===== config.mk =====
export PLATFORM = sky130hd
export DESIGN_NAME = cpu_control_sequencer_flat
export DESIGN_NICKNAME = d
export VERILOG_FILES = /design/src/rtl/cpu_control_sequencer_if.sv /design/src/rtl/cpu_control_sequencer.sv /design/src/flat_wrapper.sv
export SDC_FILE = /design/constraint.sdc
export NUM_CORES = 1
export LEC_CHECK = 0
export CAP_MARGIN = 20
export CORE_MARGIN = 1
export CORE_UTILIZATION = 43
export DETAILED_ROUTE_END_ITERATION = 10
export GPL_ROUTABILITY_DRIVEN = 1
export PLACE_DENSITY = 0.81
export SYNTH_ARGS = -nofsm -noshare
export SYNTH_HDL_FRONTEND = slang
export SYNTH_SLANG_ARGS = --single-unit

===== constraint.sdc =====
create_clock -name clk -period 2.3 [get_ports clk]
set_clock_uncertainty 0.05 [all_clocks]
set_input_delay 0.23 -clock clk [delete_from_list [all_inputs] [get_ports clk]]
set_output_delay 0.23 -clock clk [all_outputs]
set_load 0.02 [all_outputs]

===== src/rtl/cpu_control_sequencer_if.sv =====
// Control-strobe bundle between the CPU control sequencer and the datapath/memory.
// master: sequencer side (drives strobes, reads IR and mem_done).
// slave:  datapath/memory side.
interface cpu_control_sequencer_if #(
    parameter int NREGS = 16
);
    logic [31:0]      ir;
    logic             mem_done;
    logic [NREGS-1:0] reg_in;
    logic [NREGS-1:0] reg_out;
    logic             pc_in;
    logic             pc_out;
    logic             ir_in;
    logic             y_in;
    logic             z_in;
    logic             zlo_out;
    logic             mar_in;
    logic             mdr_in;
    logic             mdr_out;
    logic             c_out;
    logic             incpc;
    logic [4:0]       alu_sel;
    logic             mem_rd;
    logic             mem_wr;
    logic             halted;
    logic             fault;

    modport master (
        input  ir, mem_done,
        output reg_in, reg_out, pc_in, pc_out, ir_in, y_in, z_in, zlo_out,
               mar_in, mdr_in, mdr_out, c_out, incpc, alu_sel,
               mem_rd, mem_wr, halted, fault
    );

    modport slave (
        output ir, mem_done,
        input  reg_in, reg_out, pc_in, pc_out, ir_in, y_in, z_in, zlo_out,
               mar_in, mdr_in, mdr_out, c_out, incpc, alu_sel,
               mem_rd, mem_wr, halted, fault
    );
endinterface


===== src/rtl/cpu_control_sequencer.sv =====
// Multi-cycle control sequencer for the CPU datapath: fetch, decode and execute
// steps T0..T7 with a memory handshake on every MDR load and memory write.
// Optional memory-request timeout: define CU_MEM_TIMEOUT_EN.
//
// state   | meaning
// --------+-----------------------------------------------------------
// S_T0    | PC to MAR, PC+1 into Z (held idle for one cycle after clr)
// S_T1    | Z into PC
// S_T1W   | instruction read, wait for mem_done, MDR load on done
// S_T2    | MDR into IR
// S_T3    | decode; Rb to Y for ALU/addi/ld/st
// S_T4    | second operand (Rc or constant) through ALU into Z
// S_T5    | Z to Ra (ALU/addi) or to MAR (ld/st)
// S_T6    | st: Ra into MDR
// S_T6W   | ld: data read, wait for mem_done, MDR load on done
// S_T7    | ld: MDR into Ra
// S_T7W   | st: memory write, wait for mem_done
// S_HALT  | stopped until clr
// S_FAULT | memory timeout, stopped until clr
module cpu_control_sequencer #(
    parameter int MEM_TIMEOUT = 15,
    parameter int NREGS       = 16
) (
    input  logic                  clk,
    input  logic                  clr,
    cpu_control_sequencer_if.master bus
);
    typedef enum logic [3:0] {
        S_T0, S_T1, S_T1W, S_T2, S_T3, S_T4, S_T5,
        S_T6, S_T6W, S_T7, S_T7W, S_HALT, S_FAULT
    } state_t;

    localparam logic [4:0] OP_LD   = 5'b00000;
    localparam logic [4:0] OP_ST   = 5'b00010;
    localparam logic [4:0] OP_ADD  = 5'b00011;
    localparam logic [4:0] OP_SUB  = 5'b00100;
    localparam logic [4:0] OP_AND  = 5'b00101;
    localparam logic [4:0] OP_OR   = 5'b00110;
    localparam logic [4:0] OP_ADDI = 5'b01100;
    localparam logic [4:0] OP_HALT = 5'b11011;

    state_t     state, state_nx;
    logic       rst_hold;
    logic [4:0] op_q, op;
    logic [3:0] ra_q, rb_q, rc_q, ra, rb, rc;
    logic       is_alu, is_addi, is_ld, is_st, is_halt, is_exec;
    logic       tmo;
    logic       unused_ir;

    logic [NREGS-1:0] reg_in_d, reg_out_d;
    logic [4:0]       alu_sel_d;
    logic pc_in_d, pc_out_d, ir_in_d, y_in_d, z_in_d, zlo_out_d, mar_in_d;
    logic mdr_in_d, mdr_out_d, c_out_d, incpc_d, mem_rd_d, mem_wr_d, halted_d, fault_d;

    // In T3 the freshly loaded IR is decoded directly; later steps use the copy taken in T3.
    assign op = (state == S_T3) ? bus.ir[31:27] : op_q;
    assign ra = (state == S_T3) ? bus.ir[26:23] : ra_q;
    assign rb = (state == S_T3) ? bus.ir[22:19] : rb_q;
    assign rc = (state == S_T3) ? bus.ir[18:15] : rc_q;
    assign unused_ir = ^bus.ir[14:0];

    assign is_alu  = (op == OP_ADD) || (op == OP_SUB) || (op == OP_AND) || (op == OP_OR);
    assign is_addi = (op == OP_ADDI);
    assign is_ld   = (op == OP_LD);
    assign is_st   = (op == OP_ST);
    assign is_halt = (op == OP_HALT);
    assign is_exec = is_alu || is_addi || is_ld || is_st;

`ifdef CU_MEM_TIMEOUT_EN
    localparam int CW = (MEM_TIMEOUT < 16) ? 4 : $clog2(MEM_TIMEOUT + 1);
    logic          in_wait;
    logic [CW-1:0] tmo_cnt;

    assign in_wait = (state == S_T1W) || (state == S_T6W) || (state == S_T7W);
    // mem_done in the terminal cycle still completes the access.
    assign tmo     = in_wait && !bus.mem_done && (tmo_cnt == '0);

    // Down-counter reloaded outside wait states, so each wait starts fresh.
    always_ff @(posedge clk) begin
        if (clr)
            tmo_cnt <= '0;
        else if (!in_wait)
            tmo_cnt <= CW'(MEM_TIMEOUT - 1);
        else if (tmo_cnt != '0)
            tmo_cnt <= tmo_cnt - 1'b1;
    end
`else
    localparam int unused_mem_timeout = MEM_TIMEOUT;
    assign tmo = 1'b0;
`endif

    // State register, post-reset idle flag and instruction-field capture.
    always_ff @(posedge clk) begin
        if (clr) begin
            state    <= S_T0;
            rst_hold <= 1'b1;
            op_q     <= '0;
            ra_q     <= '0;
            rb_q     <= '0;
            rc_q     <= '0;
        end else begin
            state    <= state_nx;
            rst_hold <= 1'b0;
            if (state == S_T3) begin
                op_q <= bus.ir[31:27];
                ra_q <= bus.ir[26:23];
                rb_q <= bus.ir[22:19];
                rc_q <= bus.ir[18:15];
            end
        end
    end

    // Next-state sequencing.
    always_comb begin
        state_nx = state;
        case (state)
            S_T0:    state_nx = rst_hold ? S_T0 : S_T1;
            S_T1:    state_nx = S_T1W;
            S_T1W:   if (bus.mem_done) state_nx = S_T2;
                     else if (tmo)     state_nx = S_FAULT;
            S_T2:    state_nx = S_T3;
            S_T3:    if (is_exec)      state_nx = S_T4;
                     else if (is_halt) state_nx = S_HALT;
                     else              state_nx = S_T0;
            S_T4:    state_nx = S_T5;
            S_T5:    if (is_ld)        state_nx = S_T6W;
                     else if (is_st)   state_nx = S_T6;
                     else              state_nx = S_T0;
            S_T6:    state_nx = S_T7W;
            S_T6W:   if (bus.mem_done) state_nx = S_T7;
                     else if (tmo)     state_nx = S_FAULT;
            S_T7:    state_nx = S_T0;
            S_T7W:   if (bus.mem_done) state_nx = S_T0;
                     else if (tmo)     state_nx = S_FAULT;
            S_HALT:  state_nx = S_HALT;
            S_FAULT: state_nx = S_FAULT;
            default: state_nx = S_T0;
        endcase
    end

    // Strobes decoded from state and instruction fields; mdr_in follows mem_done in wait states.
    always_comb begin
        reg_in_d  = '0;
        reg_out_d = '0;
        alu_sel_d = '0;
        pc_in_d   = 1'b0;
        pc_out_d  = 1'b0;
        ir_in_d   = 1'b0;
        y_in_d    = 1'b0;
        z_in_d    = 1'b0;
        zlo_out_d = 1'b0;
        mar_in_d  = 1'b0;
        mdr_in_d  = 1'b0;
        mdr_out_d = 1'b0;
        c_out_d   = 1'b0;
        incpc_d   = 1'b0;
        mem_rd_d  = 1'b0;
        mem_wr_d  = 1'b0;
        halted_d  = 1'b0;
        fault_d   = 1'b0;
        case (state)
            S_T0: if (!rst_hold) begin
                pc_out_d = 1'b1;
                mar_in_d = 1'b1;
                incpc_d  = 1'b1;
                z_in_d   = 1'b1;
            end
            S_T1: begin
                zlo_out_d = 1'b1;
                pc_in_d   = 1'b1;
            end
            S_T1W, S_T6W: begin
                mem_rd_d = 1'b1;
                mdr_in_d = bus.mem_done;
            end
            S_T2: begin
                mdr_out_d = 1'b1;
                ir_in_d   = 1'b1;
            end
            S_T3: if (is_exec) begin
                reg_out_d = NREGS'(1) << rb;
                y_in_d    = 1'b1;
            end
            S_T4: begin
                z_in_d = 1'b1;
                if (is_alu) begin
                    reg_out_d = NREGS'(1) << rc;
                    alu_sel_d = op;
                end else begin
                    c_out_d   = 1'b1;
                    alu_sel_d = OP_ADD;
                end
            end
            S_T5: begin
                zlo_out_d = 1'b1;
                if (is_ld || is_st) mar_in_d = 1'b1;
                else                reg_in_d = NREGS'(1) << ra;
            end
            S_T6: begin
                reg_out_d = NREGS'(1) << ra;
                mdr_in_d  = 1'b1;
            end
            S_T7: begin
                mdr_out_d = 1'b1;
                reg_in_d  = NREGS'(1) << ra;
            end
            S_T7W:   mem_wr_d = 1'b1;
            S_HALT:  halted_d = 1'b1;
            S_FAULT: fault_d  = 1'b1;
            default: ;
        endcase
    end

    assign bus.reg_in  = reg_in_d;
    assign bus.reg_out = reg_out_d;
    assign bus.alu_sel = alu_sel_d;
    assign bus.pc_in   = pc_in_d;
    assign bus.pc_out  = pc_out_d;
    assign bus.ir_in   = ir_in_d;
    assign bus.y_in    = y_in_d;
    assign bus.z_in    = z_in_d;
    assign bus.zlo_out = zlo_out_d;
    assign bus.mar_in  = mar_in_d;
    assign bus.mdr_in  = mdr_in_d;
    assign bus.mdr_out = mdr_out_d;
    assign bus.c_out   = c_out_d;
    assign bus.incpc   = incpc_d;
    assign bus.mem_rd  = mem_rd_d;
    assign bus.mem_wr  = mem_wr_d;
    assign bus.halted  = halted_d;
`ifdef CU_MEM_TIMEOUT_EN
    assign bus.fault   = fault_d;
`else
    assign bus.fault   = 1'b0;
    logic unused_fault;
    assign unused_fault = fault_d;
`endif
endmodule


===== src/flat_wrapper.sv =====
// flat-port wrapper written by rule: the top's interface ports become plain ports
module cpu_control_sequencer_flat 
#(
    parameter int MEM_TIMEOUT = 15,
    parameter int NREGS       = 16
)
  (clk, clr, bus_ir, bus_mem_done, bus_reg_in, bus_reg_out, bus_pc_in, bus_pc_out, bus_ir_in, bus_y_in, bus_z_in, bus_zlo_out, bus_mar_in, bus_mdr_in, bus_mdr_out, bus_c_out, bus_incpc, bus_alu_sel, bus_mem_rd, bus_mem_wr, bus_halted, bus_fault);
  cpu_control_sequencer_if #(.NREGS(NREGS)) bus_i ();
  input  logic clk;
  input  logic clr;
  input wire logic [$bits(bus_i.ir)-1:0] bus_ir;
  input wire logic [$bits(bus_i.mem_done)-1:0] bus_mem_done;
  output wire logic [$bits(bus_i.reg_in)-1:0] bus_reg_in;
  output wire logic [$bits(bus_i.reg_out)-1:0] bus_reg_out;
  output wire logic [$bits(bus_i.pc_in)-1:0] bus_pc_in;
  output wire logic [$bits(bus_i.pc_out)-1:0] bus_pc_out;
  output wire logic [$bits(bus_i.ir_in)-1:0] bus_ir_in;
  output wire logic [$bits(bus_i.y_in)-1:0] bus_y_in;
  output wire logic [$bits(bus_i.z_in)-1:0] bus_z_in;
  output wire logic [$bits(bus_i.zlo_out)-1:0] bus_zlo_out;
  output wire logic [$bits(bus_i.mar_in)-1:0] bus_mar_in;
  output wire logic [$bits(bus_i.mdr_in)-1:0] bus_mdr_in;
  output wire logic [$bits(bus_i.mdr_out)-1:0] bus_mdr_out;
  output wire logic [$bits(bus_i.c_out)-1:0] bus_c_out;
  output wire logic [$bits(bus_i.incpc)-1:0] bus_incpc;
  output wire logic [$bits(bus_i.alu_sel)-1:0] bus_alu_sel;
  output wire logic [$bits(bus_i.mem_rd)-1:0] bus_mem_rd;
  output wire logic [$bits(bus_i.mem_wr)-1:0] bus_mem_wr;
  output wire logic [$bits(bus_i.halted)-1:0] bus_halted;
  output wire logic [$bits(bus_i.fault)-1:0] bus_fault;
  assign bus_i.ir = bus_ir;
  assign bus_i.mem_done = bus_mem_done;
  assign bus_reg_in = bus_i.reg_in;
  assign bus_reg_out = bus_i.reg_out;
  assign bus_pc_in = bus_i.pc_in;
  assign bus_pc_out = bus_i.pc_out;
  assign bus_ir_in = bus_i.ir_in;
  assign bus_y_in = bus_i.y_in;
  assign bus_z_in = bus_i.z_in;
  assign bus_zlo_out = bus_i.zlo_out;
  assign bus_mar_in = bus_i.mar_in;
  assign bus_mdr_in = bus_i.mdr_in;
  assign bus_mdr_out = bus_i.mdr_out;
  assign bus_c_out = bus_i.c_out;
  assign bus_incpc = bus_i.incpc;
  assign bus_alu_sel = bus_i.alu_sel;
  assign bus_mem_rd = bus_i.mem_rd;
  assign bus_mem_wr = bus_i.mem_wr;
  assign bus_halted = bus_i.halted;
  assign bus_fault = bus_i.fault;
  cpu_control_sequencer #(.MEM_TIMEOUT(MEM_TIMEOUT), .NREGS(NREGS)) u_core (.clk(clk), .clr(clr), .bus(bus_i));
endmodule

== Yosys cells after proc, flatten, opt, wreduce, memory -nomap -nowiden ==
Cells that the tools add are included.

* Flip-flop bits (word level): 22
* Output and inout bits: 52

* Multiplexer cells: 38
* Equality and inequality tests: 22
* Shift-type cells: 3
* Reductions and logical operators: 13

{| class="wikitable"
|+ Operators by type and width
! cell !! count
|-
| $mux 16 || 3
|-
| $pmux 16 s3 || 1
|-
| $pmux 4 s12 || 1
|-
| $shl 1x4->16 const A || 3
|-
| $mux 4 || 9
|-
| $pmux 16 s2 || 1
|-
| $eq 4x4->1 const B || 5
|-
| $eq 4x3->1 const B || 4
|-
| $mux 1 || 16
|-
| $eq 5x3->1 const B || 3
|-
| $mux 5 || 3
|-
| $eq 5x2->1 const B || 2
|-
| $eq 4x2->1 const B || 2
|-
| $logic_or 1x1->1 || 7
|-
| $ne 2x2->1 const B || 3
|-
| $pmux 1 s2 || 3
|-
| $reduce_or 2->1 || 3
|-
| $eq 5x4->1 const B || 1
|-
| $eq 5x5->1 const B || 1
|-
| $logic_not 5->1 || 1
|-
| $eq 4x1->1 const B || 1
|-
| $logic_not 4->1 || 1
|-
| $mux 3 || 1
|-
| $reduce_and 3->1 || 1
|}

== Longest topological paths before layout ==
* Word-level depth: 11
* Depth in mapped cells: 6

== Worst setup path after synthesis ==
No wires, ideal clock.

* Path kind: reg-to-output
* Start point: register u_core.state[0]
* End point: output bus_reg_in[1]
* Path buffers: 2
* Stages on the path, launching flop included: 7
* Path slack: 32 ps
* Data arrival time: 1988 ps
* Cells stage by stage: dfxtp_1 -> nor4b_1 -> buf_4 -> mux2i_1 -> clkbuf_1 -> nand2_1 -> nor3_1

* Longest elaborated chain between the ends: 6
* Elaborated cells on any way between the ends: 11

{| class="wikitable"
|+ RTL lines
! item !! RTL line !! text
|-
| start: declaration || cpu_control_sequencer.sv:42 || <nowiki>state_t state, state_nx;</nowiki>
|-
| start signal: assignment || cpu_control_sequencer.sv:102 || <nowiki>state <= state_nx;</nowiki>
|-
| $eq 4x3->1 || cpu_control_sequencer.sv:56, cpu_control_sequencer.sv:57 ||
|-
| $mux 5 || cpu_control_sequencer.sv:56 || <nowiki>assign op = (state == S_T3) ? bus.ir[31:27] : op_q;</nowiki>
|-
| $eq 5x2->1 or $logic_not 5->1 (tied branches) || cpu_control_sequencer.sv:65, cpu_control_sequencer.sv:64 ||
|-
| $logic_or 1x1->1 || cpu_control_sequencer.sv:196 || <nowiki>if (is_ld || is_st) mar_in_d = 1'b1;</nowiki>
|-
| $mux 16 || cpu_control_sequencer.sv:196 ||
|-
| $pmux 16 s2 (*) || cpu_control_sequencer.sv:161 || <nowiki>case (state)</nowiki>
|-
| end: declaration || flat_wrapper.sv:13 || <nowiki>output wire logic [$bits(bus_i.reg_in)-1:0] bus_reg_in;</nowiki>
|}

Every way passes the cells marked *; elsewhere a longest branch is shown, timed or not.

== Worst setup path after layout ==
* Start point: register u_core.state[2]
* End point: output bus_reg_in[11]

Same word-level chain as after synthesis.

==> impl_metrics.py <==
metrics = {
    "run_status": {
        "status": "finished, violations left",
        "violations": "design-rule violations, negative setup slack",
    },
    "drt": {
        "drc": 5,
        "routed_wl_mm": 10.1,
        "drtIter0Drc": 416,
        "drtPass1Iterations": 9,
        "vias_per_cell": 6.68,
        "wl_per_cell_um": 21.5,
        "final_antenna_net_count": 0,
        "vias": 3147,
    },
    "synth": {
        "yosys_warnings": 0,
        "synth-main-ff-cell": "dfxtp_1",
        "synth_edf_count": 0,
        "ys_seq_elements": 18,
        "async_reset_ff_frac": 0,
        "yosys-top-cells-area": "dfxtp_1 17%, o211ai_1 7.3%, nand2_1 6.0%",
        "synth-seq-area-share": 0.174,
        "syn_area_per_cell_um2": 7.18,
        "synth_top_area_cell": "dfxtp_1",
        "ys_types": 54,
        "synth_top_area_share": 0.174,
        "synthCells": 288,
        "syn_area_um2": 2070,
    },
    "job": {
        "maxCapViolations": 0,
    },
    "critical_path": {
        "arrival_ns": 2.35,
        "cp_common_cell": "buf_4",
        "critPathTopFamily": "buffers and inverters",
        "critPathSlowestCell": "dfxtp_1",
        "worstPathRequired_ns": 2.02,
        "cp_max_fo": 6,
        "cp_num_buf_inv": 5,
        "crit_type": "reg2out",
        "rrSetupSlack_ns": 0.23,
        "cp-start-kind": "flip-flop",
        "path_cells": "nor4b_2 -> buf_4 -> buf_6 -> mux2i_4 -> o211ai_1 -> buf_4 -> buf_4 -> nor3_1 -> buf_2",
        "crit_path_max_incr_delay_ns": 0.39,
        "end_kind": "output pin",
    },
    "timing": {
        "maxClockFrequency_ghz": 0.380,
        "finalMaxSlewViolations": 0,
        "rsz0062_at_grt": "yes",
        "tightestPinTransition_ns": 0.655,
        "setup_violations": 34,
        "finalWorstSetupSlack_ns": -0.330,
        "finalCritPeriodShare": 1.14,
        "period_needed_ns": 2.63,
        "slew_headroom": 0.563,
        "finalSetupTns_ns": -5.04,
        "hold_viol_final": 0,
    },
    "grt": {
        "gr-usage-all-layers": 0.326,
        "grt_pass1_vias": 2804,
        "antenna_found_initial": 0,
        "grt_max_degree": 21,
        "grt_pass1_wl_mm": 13.4,
        "grt_overflow": 0,
    },
    "placed_design": {
        "place.gp.congestion": 0.883,
        "dp.cells": 448,
        "preCtsSetupSlack_ns": -0.618,
        "io_buffer_count": 68,
        "hpwl_mm": 5.47,
    },
    "floorplanning": {
        "io_pins": 87,
        "start_util": 0.462,
        "die_x_um": 71.4,
        "dieArea_um2": 5090,
        "rows": 24,
        "coreArea_um2": 4470,
        "dieHeight_um": 71.4,
    },
    "cts": {
        "cts_root_buf": "clkbuf_8",
        "htreeDepth": 1,
        "ctsLongestPathBuffers": 2,
        "cts.reportedPaths.clkPinSlew_ns": 0.08,
        "cts_tree": "built",
        "clk_latency_ns": 0.26,
        "cts_buffers": 3,
        "clkSinkCount": 18,
        "postCtsHoldBufs": 0,
    },
    "worst_hold_path": {
        "hp-class": "reg2reg",
    },
    "cells_and_area": {
        "regArea_um2": 364,
        "filler_cell_count": 242,
        "fin_nets": 455,
        "n_antenna_cell": 0,
        "final_cell_mix": "95 x buf_4, 28 x nand2_1, 27 x clkdlybuf4s50_1, 21 x nor2_1, 20 x o211ai_1",
        "drive_gt1_frac": 0.451,
        "multiInputGateArea_um2": 1990,
        "finish.utilization": 0.839,
        "stdcell_count": 471,
        "mostFrequentLayoutCell": "buf_4",
        "syn_to_final_growth_pct": 81.4,
    },
    "power": {
        "p_per_area_nw_per_um2": 439,
        "power.total_mw": 1.65,
        "leakage_nw": 1.43,
        "peakVddDrop_mv": 0.543,
    },
}
power by group:
group / internal [mW] / switching (mW) / leakage (nW)
Combinational: 0.443 / 0.548 / 1.26
Clock: 0.153 / 0.126 / 0.0288
Sequential: 0.344 / 0.0338 / 0.147
logic make-up (layout without fill, tap and decap cells):
| logic type | count (synthesis) | after routing | share of synthesized area |
|---|---|---|---|
| and+or+nand+nor | 139 | 140 | 0.364 |
| AOI/OAI and AO/OA | 77 | 77 | 0.286 |
| buffers and inverters | 36 | 162 | 0.0883 |
| DFF | 18 | 18 | 0.174 |
| muxes | 14 | 16 | 0.0732 |
| xor gates and xnor gates | 3 | 3 | 0.0127 |
| other | 1 | 3 | 0.00181 |
worst paths after layout:
path / depth (start not counted) / startpoint / end
max: 9 / u_core.state[2] / bus_reg_in[11]
min: 2 / u_core.rc_q[3] / u_core.rc_q[3]
max reg2reg: 9 / u_core.state[2] / u_core.state[1]
min reg2reg: 2 / u_core.rc_q[3] / u_core.rc_q[3]
stage by stage:
stage                     instance area [um2]  hold WS, ns
after floorplan                          2080        0.208
after global placement                   3180        0.438
after detailed placement                 3180        0.447
after CTS                                3450        0.468
after global routing                     3750        0.505
final                                    3750        0.481
layout make-up:
class,instances,share of cell area
well taps,52,0.0173
clock buffers,4,0.0147
inverters,10,0.0100
multi-input cells,239,0.530
flip-flops and latches,18,0.0970
repair buffers,148,0.331
worst register-to-register path, stage by stage (launching register included):
cell and delay, ns:
dfxtp_1 0.39, nor4b_2 0.23, buf_4 0.22, buf_4 0.13, buf_4 0.12, buf_6 0.10
mux2_4 0.30, buf_4 0.14, a2bb2oi_1 0.15, o211ai_1 0.11
per-layer routing:
layer	track usage	vias to the layer above	wire length (um)
li1	-	1346	-
met1	0.387	1476	3790
met2	0.584	258	4890
met3	0.0464	67	878
met4	0.142	0	564
met5	0	-	0
synth_stat cells, types with 4 or more instances:
cell	count
nand2_1	33
o2111ai_1	9
nor3_1	21
nand3b_1	6
nand3_1	10
nor2_1	22
nor3b_1	5
mux2_2	4
buf_4	5
o221ai_1	6
buf_2	5
inv_1	10
a31oi_1	5
nand4_1	8
a2111oi_0	4
dfxtp_1	18
a21oi_1	15
o211ai_1	20
clkbuf_1	10
o21ai_0	5
nand2b_1	9
mux2i_1	8
flip-flops by register name (all words and copies together), names as in the netlist:
name             cells
u_core.ra_q          4
u_core.state         4
u_core.rc_q          4
u_core.op_q          5
u_core.rst_hold      1
what timing repair did:
action / CTS / global route
resized for setup: 202 / 77
pin swaps: 28 / 18
buffers inserted: 13 / 4
hold endpoints to repair: 0 / 0
endpoints found under the setup margin: 38 / 41
gates cloned: 1 / 2
Note: power is estimated with default switching activity, not from simulation.
